==> src/rtl/loader_pkg.sv <==
// Shared types and constants for the UART RAM loader and its receiver.
package loader_pkg;

    localparam int CLKS_PER_BIT_115200 = 434;

    typedef enum logic [2:0] {
        IDLE,
        CNT_H,
        CNT_L,
        WHI,
        WLO,
        FINISH
    } loader_state_t;

    typedef enum logic [1:0] {
        RX_IDLE,
        RX_START,
        RX_DATA,
        RX_STOP
    } rx_state_t;

endpackage

==> src/rtl/uart_rx.sv <==
// Purpose: 8N1 UART receiver with 2-flop synchronizer and mid-bit sampling.
// Latency: byte_valid/frame_err pulse one cycle after the stop-bit sample.
// Backpressure: none; bytes are dropped if the consumer is not listening.
module uart_rx
    import loader_pkg::*;
#(
    parameter int CLKS_PER_BIT = CLKS_PER_BIT_115200
) (
    input  logic       CLK_50,
    input  logic       resetN,
    input  logic       rx,
    output logic       byte_valid,
    output logic [7:0] byte_data,
    output logic       frame_err,
    output logic       start_seen
);

    localparam int CW = $clog2(CLKS_PER_BIT);
    localparam logic [CW-1:0] BIT_LAST  = CW'(CLKS_PER_BIT - 1);
    localparam logic [CW-1:0] HALF_LAST = CW'(CLKS_PER_BIT / 2 - 1);
    localparam logic [CW-1:0] CNT_ONE   = CW'(1);

    rx_state_t     state, state_nxt;
    logic          rx_meta, rx_sync, rx_sync_d;
    logic [CW-1:0] baud_cnt, baud_cnt_nxt;
    logic [2:0]    bit_cnt, bit_cnt_nxt;
    logic [7:0]    shift, shift_nxt;
    logic          byte_valid_nxt, frame_err_nxt, start_seen_nxt;

    always_ff @(posedge CLK_50 or negedge resetN) begin
        if (!resetN) begin
            rx_meta    <= 1'b1;
            rx_sync    <= 1'b1;
            rx_sync_d  <= 1'b1;
            state      <= RX_IDLE;
            baud_cnt   <= '0;
            bit_cnt    <= '0;
            shift      <= '0;
            byte_valid <= 1'b0;
            frame_err  <= 1'b0;
            start_seen <= 1'b0;
        end else begin
            rx_meta    <= rx;
            rx_sync    <= rx_meta;
            rx_sync_d  <= rx_sync;
            state      <= state_nxt;
            baud_cnt   <= baud_cnt_nxt;
            bit_cnt    <= bit_cnt_nxt;
            shift      <= shift_nxt;
            byte_valid <= byte_valid_nxt;
            frame_err  <= frame_err_nxt;
            start_seen <= start_seen_nxt;
        end
    end

    // The stop bit is judged at its centre and the receiver rearms at once,
    // so a start edge with no idle bits in between is still caught.
    always_comb begin
        state_nxt      = state;
        baud_cnt_nxt   = baud_cnt + CNT_ONE;
        bit_cnt_nxt    = bit_cnt;
        shift_nxt      = shift;
        byte_valid_nxt = 1'b0;
        frame_err_nxt  = 1'b0;
        start_seen_nxt = 1'b0;
        case (state)
            RX_IDLE: begin
                baud_cnt_nxt = '0;
                bit_cnt_nxt  = '0;
                if (rx_sync_d && !rx_sync) state_nxt = RX_START;
            end
            RX_START: begin
                if (baud_cnt == HALF_LAST) begin
                    baud_cnt_nxt = '0;
                    if (!rx_sync) begin
                        state_nxt      = RX_DATA;
                        start_seen_nxt = 1'b1;
                    end else begin
                        state_nxt = RX_IDLE;
                    end
                end
            end
            RX_DATA: begin
                if (baud_cnt == BIT_LAST) begin
                    baud_cnt_nxt = '0;
                    shift_nxt    = {rx_sync, shift[7:1]};
                    bit_cnt_nxt  = bit_cnt + 3'd1;
                    if (bit_cnt == 3'd7) state_nxt = RX_STOP;
                end
            end
            RX_STOP: begin
                if (baud_cnt == BIT_LAST) begin
                    baud_cnt_nxt   = '0;
                    state_nxt      = RX_IDLE;
                    byte_valid_nxt = rx_sync;
                    frame_err_nxt  = !rx_sync;
                end
            end
            default: state_nxt = RX_IDLE;
        endcase
    end

    assign byte_data = shift;

endmodule

==> src/rtl/uart_ram_loader.sv <==
// Purpose: loads a counted, big-endian word image from UART into RAM.
// Latency: we/addr/wdata one cycle after the LO byte's byte_valid.
// Backpressure: none; RAM write port is assumed always ready.
module uart_ram_loader
    import loader_pkg::*;
#(
    parameter int DATA_WIDTH   = 16,
    parameter int ADDR_WIDTH   = 12,
    parameter int CLKS_PER_BIT = CLKS_PER_BIT_115200
) (
    input  logic                  CLK_50,
    input  logic                  resetN,
    input  logic                  rx,
    output logic                  we,
    output logic [ADDR_WIDTH-1:0] addr,
    output logic [DATA_WIDTH-1:0] wdata,
    output logic                  busy,
    output logic                  done,
    output logic                  frame_error
);

    logic       byte_valid, frame_err, start_seen;
    logic [7:0] byte_data;

    uart_rx #(
        .CLKS_PER_BIT(CLKS_PER_BIT)
    ) u_rx (
        .CLK_50     (CLK_50),
        .resetN     (resetN),
        .rx         (rx),
        .byte_valid (byte_valid),
        .byte_data  (byte_data),
        .frame_err  (frame_err),
        .start_seen (start_seen)
    );

    loader_state_t         state, state_nxt;
    logic [15:0]           cnt, cnt_nxt;
    logic [7:0]            hi, hi_nxt;
    logic [ADDR_WIDTH-1:0] addr_nxt;
    logic [DATA_WIDTH-1:0] wdata_nxt;
    logic                  we_nxt, busy_nxt, done_nxt, ferr_nxt;

    always_ff @(posedge CLK_50 or negedge resetN) begin
        if (!resetN) begin
            state       <= IDLE;
            cnt         <= '0;
            hi          <= '0;
            addr        <= '0;
            wdata       <= '0;
            we          <= 1'b0;
            busy        <= 1'b0;
            done        <= 1'b0;
            frame_error <= 1'b0;
        end else begin
            state       <= state_nxt;
            cnt         <= cnt_nxt;
            hi          <= hi_nxt;
            addr        <= addr_nxt;
            wdata       <= wdata_nxt;
            we          <= we_nxt;
            busy        <= busy_nxt;
            done        <= done_nxt;
            frame_error <= ferr_nxt;
        end
    end

    // hi doubles as the CNT_H holding register before the count is latched.
    always_comb begin
        state_nxt = state;
        cnt_nxt   = cnt;
        hi_nxt    = hi;
        addr_nxt  = we ? addr + ADDR_WIDTH'(1) : addr;
        wdata_nxt = wdata;
        we_nxt    = 1'b0;
        busy_nxt  = busy;
        done_nxt  = done;
        ferr_nxt  = frame_error;
        case (state)
            IDLE: begin
                if (start_seen) begin
                    busy_nxt  = 1'b1;
                    done_nxt  = 1'b0;
                    ferr_nxt  = 1'b0;
                    state_nxt = CNT_H;
                end
            end
            CNT_H: begin
                if (byte_valid) begin
                    hi_nxt    = byte_data;
                    state_nxt = CNT_L;
                end
            end
            CNT_L: begin
                if (byte_valid) begin
                    cnt_nxt   = {hi, byte_data};
                    addr_nxt  = '0;
                    state_nxt = ({hi, byte_data} == 16'd0) ? FINISH : WHI;
                end
            end
            WHI: begin
                if (byte_valid) begin
                    hi_nxt    = byte_data;
                    state_nxt = WLO;
                end
            end
            WLO: begin
                if (byte_valid) begin
                    wdata_nxt = DATA_WIDTH'({hi, byte_data});
                    we_nxt    = 1'b1;
                    cnt_nxt   = cnt - 16'd1;
                    state_nxt = (cnt == 16'd1) ? FINISH : WHI;
                end
            end
            FINISH: begin
                busy_nxt  = 1'b0;
                done_nxt  = 1'b1;
                state_nxt = IDLE;
            end
            default: state_nxt = IDLE;
        endcase
        if (frame_err && state != IDLE) begin
            state_nxt = IDLE;
            we_nxt    = 1'b0;
            busy_nxt  = 1'b0;
            ferr_nxt  = 1'b1;
        end
    end

endmodule

==> config.mk <==
export PLATFORM = sky130hd
export DESIGN_NAME = uart_ram_loader
export DESIGN_NICKNAME = d
export VERILOG_FILES = /design/src/rtl/loader_pkg.sv /design/src/rtl/uart_rx.sv /design/src/rtl/uart_ram_loader.sv
export SDC_FILE = /design/constraint.sdc
export NUM_CORES = 1
export LEC_CHECK = 0
export BUFFER_PORTS_ARGS = -buffer_cell sky130_fd_sc_hd__clkbuf_2
export CAP_MARGIN = 20
export CORE_MARGIN = 4
export CORE_UTILIZATION = 47
export DETAILED_ROUTE_END_ITERATION = 10
export PLACE_DENSITY = 0.65
export REMOVE_ABC_BUFFERS = 1
export SETUP_SLACK_MARGIN = 0.02
export SKIP_LAST_GASP = 1
export SYNTH_ARGS = -nofsm -noshare
export SYNTH_HDL_FRONTEND = slang
export SYNTH_SLANG_ARGS = --single-unit
==> constraint.sdc <==
create_clock -name CLK_50 -period 2 [get_ports CLK_50]
set_input_delay 0.2 -clock CLK_50 [delete_from_list [all_inputs] [get_ports CLK_50]]
set_output_delay 0.2 -clock CLK_50 [all_outputs]
set_load 0.01 [all_outputs]
# == Word level (Yosys, flattened, before mapping) ==
# Index checks and enable logic that the tools add are counted.
# word_totals
regBits,87
out_inout_bits,32
wordCells,117
# op_classes
n_reduce_logical,25
add_sub_neg,4
n_eq_ne,25
muxes,44
# op_table
operator,n
two-way mux 12 bit,3
two-way mux 16 bit,2
one-hot mux 16 bit (2 select lines),1
two-way mux 3 bit,9
one-hot mux 9 bit (3 select lines),1
two-way mux 9 bit,2
"equality test 16 x 1 -> 1 bit, second input constant",1
zero test 16 bit,1
"inequality test 2 x 1 -> 1 bit, second input constant",8
"subtractor 16 x 1 -> 16 bit, second input constant",1
two-way mux 1 bit,15
"inequality test 3 x 2 -> 1 bit, second input constant",5
one-hot mux 3 bit (5 select lines),1
AND reduction 2 bit,7
"adder 12 x 1 -> 12 bit, second input constant",1
two-way mux 2 bit,6
AND reduction 5 bit,2
nonzero test 2 bit,5
"adder 9 x 1 -> 9 bit, second input constant",1
"equality test 3 bit, second input constant",3
"equality test 9 x 8 -> 1 bit, second input constant",1
"equality test 9 bit, second input constant",1
one-hot mux 2 bit (4 select lines),1
"equality test 3 x 2 -> 1 bit, second input constant",2
other kinds (13),18

# == Longest topological paths before layout ==
# depth
ltp_word,5
depth_mapped,8
depth_no_buf,7

# == Hierarchy ==
# A second synthesis with hierarchy kept.
# unflattened
hier_cells,419
hier_area_um2,4242.8
# by_module_without_submodules
mod,seq_area_each_um2,cells_per_inst,n_inst,area_per_inst_um2
uart_ram_loader,1476.4,313,1,2949.1
uart_rx,704.4,106,1,1293.7

# == Worst setup path after synthesis ==
# No wires, ideal clock.
# synth_path
path_type,flip-flop to flip-flop
start,reg cnt[2]
end,reg cnt[9]
setup_ps,123
path_slack_ps,207
path_buffers,1
path_stages_with_launch,7
t_arrival_ps,1669
path_cell_list,dfrtp_1 -> or4_1 -> buf_2 -> or2_4 -> o31a_1 -> o21ai_1 -> o21ai_1
# synth_via
elab_chain_len,3
# synth_lines
element,line,text
from (decl),uart_ram_loader.sv:38,"logic [15:0] cnt, cnt_nxt;"
from (signal assigned),uart_ram_loader.sv:57,cnt <= cnt_nxt;
subtractor 16 x 1 -> 16 bit,uart_ram_loader.sv:111,cnt_nxt = cnt - 16'd1;
two-way mux 16 bit,uart_ram_loader.sv:108,if (byte_valid) begin
one-hot mux 16 bit (2 select lines),uart_ram_loader.sv:79,case (state)
# No other way between the ends. The select of a mux whose other input is x is not followed.
# A chain may end at the register's enable or synchronous reset.

# == Final worst setup path ==
# layout_path
start,reg cnt[0]
end,reg cnt[12]
# The elaborated chain is that of the path after synthesis.

==> results by group <==
Yosys
  • Combinational family with the most area after synthesis: simple AND/OR/NAND/NOR gates
  • Post-synthesis compound-gate area fraction: 0.109
  • Mux share of post-synthesis cell area: 0.104
  • Ys Warns: 0
  • Post-Syn Area: about 4100 µm²
  • Async S/R FF share, synth: 1.00
  • Post-synth EDFFs: 0
  • Syn Inst Count: 380
  • Distinct cells, synth: 48
  • Synth Area per Inst: around 11 µm²
  • Ys flop type: dfrtp_1
  • Number of synthesized register bits: slightly below 90
  • Adder-cell area share of the yosys netlist: 0.0247
  • Synth Area in XOR/XNOR: 0.0345
  • Post-Synth Simple-Gate Area: 0.167
  • Register area share after synthesis: 0.537

Floorplanning
  • # IOs: 35
  • Core box area: 8300 µm²
  • Die Ht: 101 µm
  • Die area: a little over 10,000 µm²
  • Die width: ~100 µm
  • Initial core utilization: 0.489
  • Row cnt: 33

Clock network
  • Clock Latency Late Sink: between 300 and 400 ps
  • Num Clock Sinks: 87
  • Total CTS buffers: 9
  • Worst-path clk slew: 90 ps
  • Setup bufs post-CTS: 0
  • CTS tree: built
  • Max clock buf depth: 2
  • Root Driver: clkbuf_8
  • H-Tree Depth: 3

STA
  • RSZ-0062 raised after global routing: false
  • Max Fclk: around 0.54 GHz
  • Final min period: about 1900 ps
  • Final setup viols: 0
  • Final slew viol count: 0
  • Slew HR: 0.691
  • Actual slew at the worst max-slew pin: between 400 and 500 ps
  • Slack of the critical path: roughly 130 ps
  • Hold slack: roughly 300 ps
  • Clock skew: 8.59 ps
  • Final hold vios: 0
  • Final worst-path cycle share: 0.933

Route
  • Avg WL per Cell: 15.4 µm
  • Drt drc: 0
  • Detailed Routing Iterations Pass 1: 5
  • ANT nets after route: 0
  • 1st-iter DRT viols: between 150 and 200
  • Drt total wl: between 8000 and 9000 µm
  • Vias per Instance: between 5 and 6
  • Vias: 3,028

Flow run
  • Max_cap viols: 0

Setup path
  • Worst path bufs/invs: 2
  • Crit path max fanout: 4
  • Crit path max-delay family: compound AO/OA/AOI/OAI gates
  • Crit path cell chain: inv_1 -> ha_1 -> nor3b_1 -> buf_4 -> nand3_1 -> o31ai_2 -> o31a_1 -> o21ai_0
  • Worst Setup End Kind: flip-flop
  • Crit path required time: approximately 2200 ps
  • Startpoint Class: flip-flop
  • WP data arrival: 2100 ps
  • Critical path's slowest cell: dfrtp_1
  • Setup Crit Path Kind: flip-flop to flip-flop
  • Max incr delay on CP: around 420 ps

Global routing
  • Total global routing overflow: 0
  • Largest net degree at the start of global routing: 60
  • Number of global-route vias before repair: around 3,000
  • Gr usage total: 0.171
  • Initial antenna violation count: 0
  • Wire length of the first global-routing pass: 14,000 µm

Layout
  • Layout cells sized above 1: 0.250
  • Filler instances: roughly 720
  • NumNets Final: approximately 440
  • Antenna diodes: 0
  • Area growth, synth to finish: 15.8%

Power and ir drop
  • Leakage: 0.00228 µW
  • PwrDens: approximately 760 nW/µm²
  • VDD IR-drop max: roughly 0.52 mV
  • Overall power: 3570 µW

Run status
  • Outcome: complete, no violations

Place
  • Pre-CTS setup slack: 93.8 ps
  • DP Wirelength: 5720 µm
  • Placer Congestion: 0.889
  • Buffers on Ports: 34

Worst hold path
  • Worst min path class: primary input to asynchronous set/reset pin
==> power by group <==
| part | leakage [µW] | switching, µW | internal, µW | total, µW |
|---|---|---|---|---|
| Combinational | 0.000955 | 144 | 84.1 | 228 |
| Clock | 0.000126 | 653 | 847 | 1500 |
| Sequential | 0.00120 | 46.7 | 1800 | 1840 |
==> state kept, by name, summed over array words and instances (netlist names), named ones only <==
signal and count:
addr 12, busy 1, cnt 16, done 1, frame_error 1, hi 8
state 3, u_rx.baud_cnt 9, u_rx.bit_cnt 3, u_rx.byte_data 8, u_rx.byte_valid 1, u_rx.frame_err 1
u_rx.rx_meta 1, u_rx.rx_sync 1, u_rx.rx_sync_d 1, u_rx.start_seen 1, u_rx.state 1, wdata 16
we 1
==> kinds of logic (layout without fill, tap and decap cells) <==
group | count (synthesis) | in the layout
compound gates | 73 | 73
simple gates | 136 | 136
buf+inv | 22 | 74
fa+ha+maj | 8 | 8
mux | 38 | 38
xor+xnor | 16 | 16
flops | 87 | 87
==> path summary, 6_finish.rpt <==
| check | start | endpoint | slack (ps) | depth (start not counted) |
|---|---|---|---|---|
| setup / recovery | cnt[0] | cnt[12] | 130 | 8 |
| hold / removal | resetN | addr[6] | 300 | 2 |
| setup reg to reg | cnt[0] | cnt[12] | 130 | 8 |
| hold reg to reg | u_rx.rx_meta | u_rx.rx_sync | 360 | 0 |
| max in group asynchronous | resetN | u_rx.rx_sync | 1020 | 3 |
| min in group CLK_50 | u_rx.rx_meta | u_rx.rx_sync | 360 | 0 |
==> cell usage after synthesis, drive strengths merged (3+ instances only) <==
library cell,number,share of area
a21oi,24,0.030
a22o,4,0.0086
a22oi,3,0.0055
and3,5,0.0077
buf,6,0.0086
clkbuf,8,0.0074
dfrtp,84,0.52
dfstp,3,0.019
ha,8,0.025
inv,8,0.0074
mux2,34,0.094
mux2i,4,0.0099
nand2,25,0.023
nand3,10,0.012
nand4,4,0.0062
nor2,48,0.044
nor2b,5,0.0077
nor3,11,0.014
nor4,7,0.011
nor4b,3,0.0065
o21ai,24,0.030
o22ai,3,0.0046
o31a,3,0.0065
or3,6,0.0096
xnor2,6,0.013
xor2,10,0.022
==> cell usage in the layout (no fill, tap or decap), types with 11 or more instances in the layout <==
master and instances:
dfrtp_1 84, nor2_1 48, mux2_2 34, clkbuf_2 33, nand2_1 25, a21oi_1 24
o21ai_0 22, buf_4 14, nor3_1 11
==> metal layers <==
metal / track usage / vias to the layer above / routed length [µm]
li1: - / 1456 / -
met2: 0.262 / 79 / 3830
met5: 0 / - / 0
met4: 0.0552 / 0 / 106
met3: 0.0374 / 9 / 357
met1: 0.243 / 1484 / 3960
==> cell type report <==
type | instances | area [µm²] | share of cell area
sequential | 87 | 2180 | 0.464
multi-input combinational | 271 | 1800 | 0.382
timing repair buffer | 50 | 310 | 0.0660
tap | 105 | 131 | 0.0279
clock inverter | 7 | 128 | 0.0271
clock buffer | 9 | 124 | 0.0263
inverter | 8 | 30.0 | 0.00639
==> metrics by stage <==
step                      setup TNS [ps]  std cells  instance area, µm²   util
after global placement                 0        519                4420  0.532
after floorplan                    -6000        366                3990      -
final                                  0        537                4700  0.567
after global routing                   0        537                4700  0.567
after detailed placement               0        519                4420  0.532
after CTS                              0        537                4690  0.565
==> what timing repair did <==
| action | 4_1_cts | 5_1_grt |
|---|---|---|
| hold buffers | 2 | 0 |
| gates resized for setup | 0 | 3 |
| hold endpoints to repair | 29 | 0 |
| setup endpoints to repair | 0 | 3 |
Note: power is estimated with default switching activity, not from simulation.
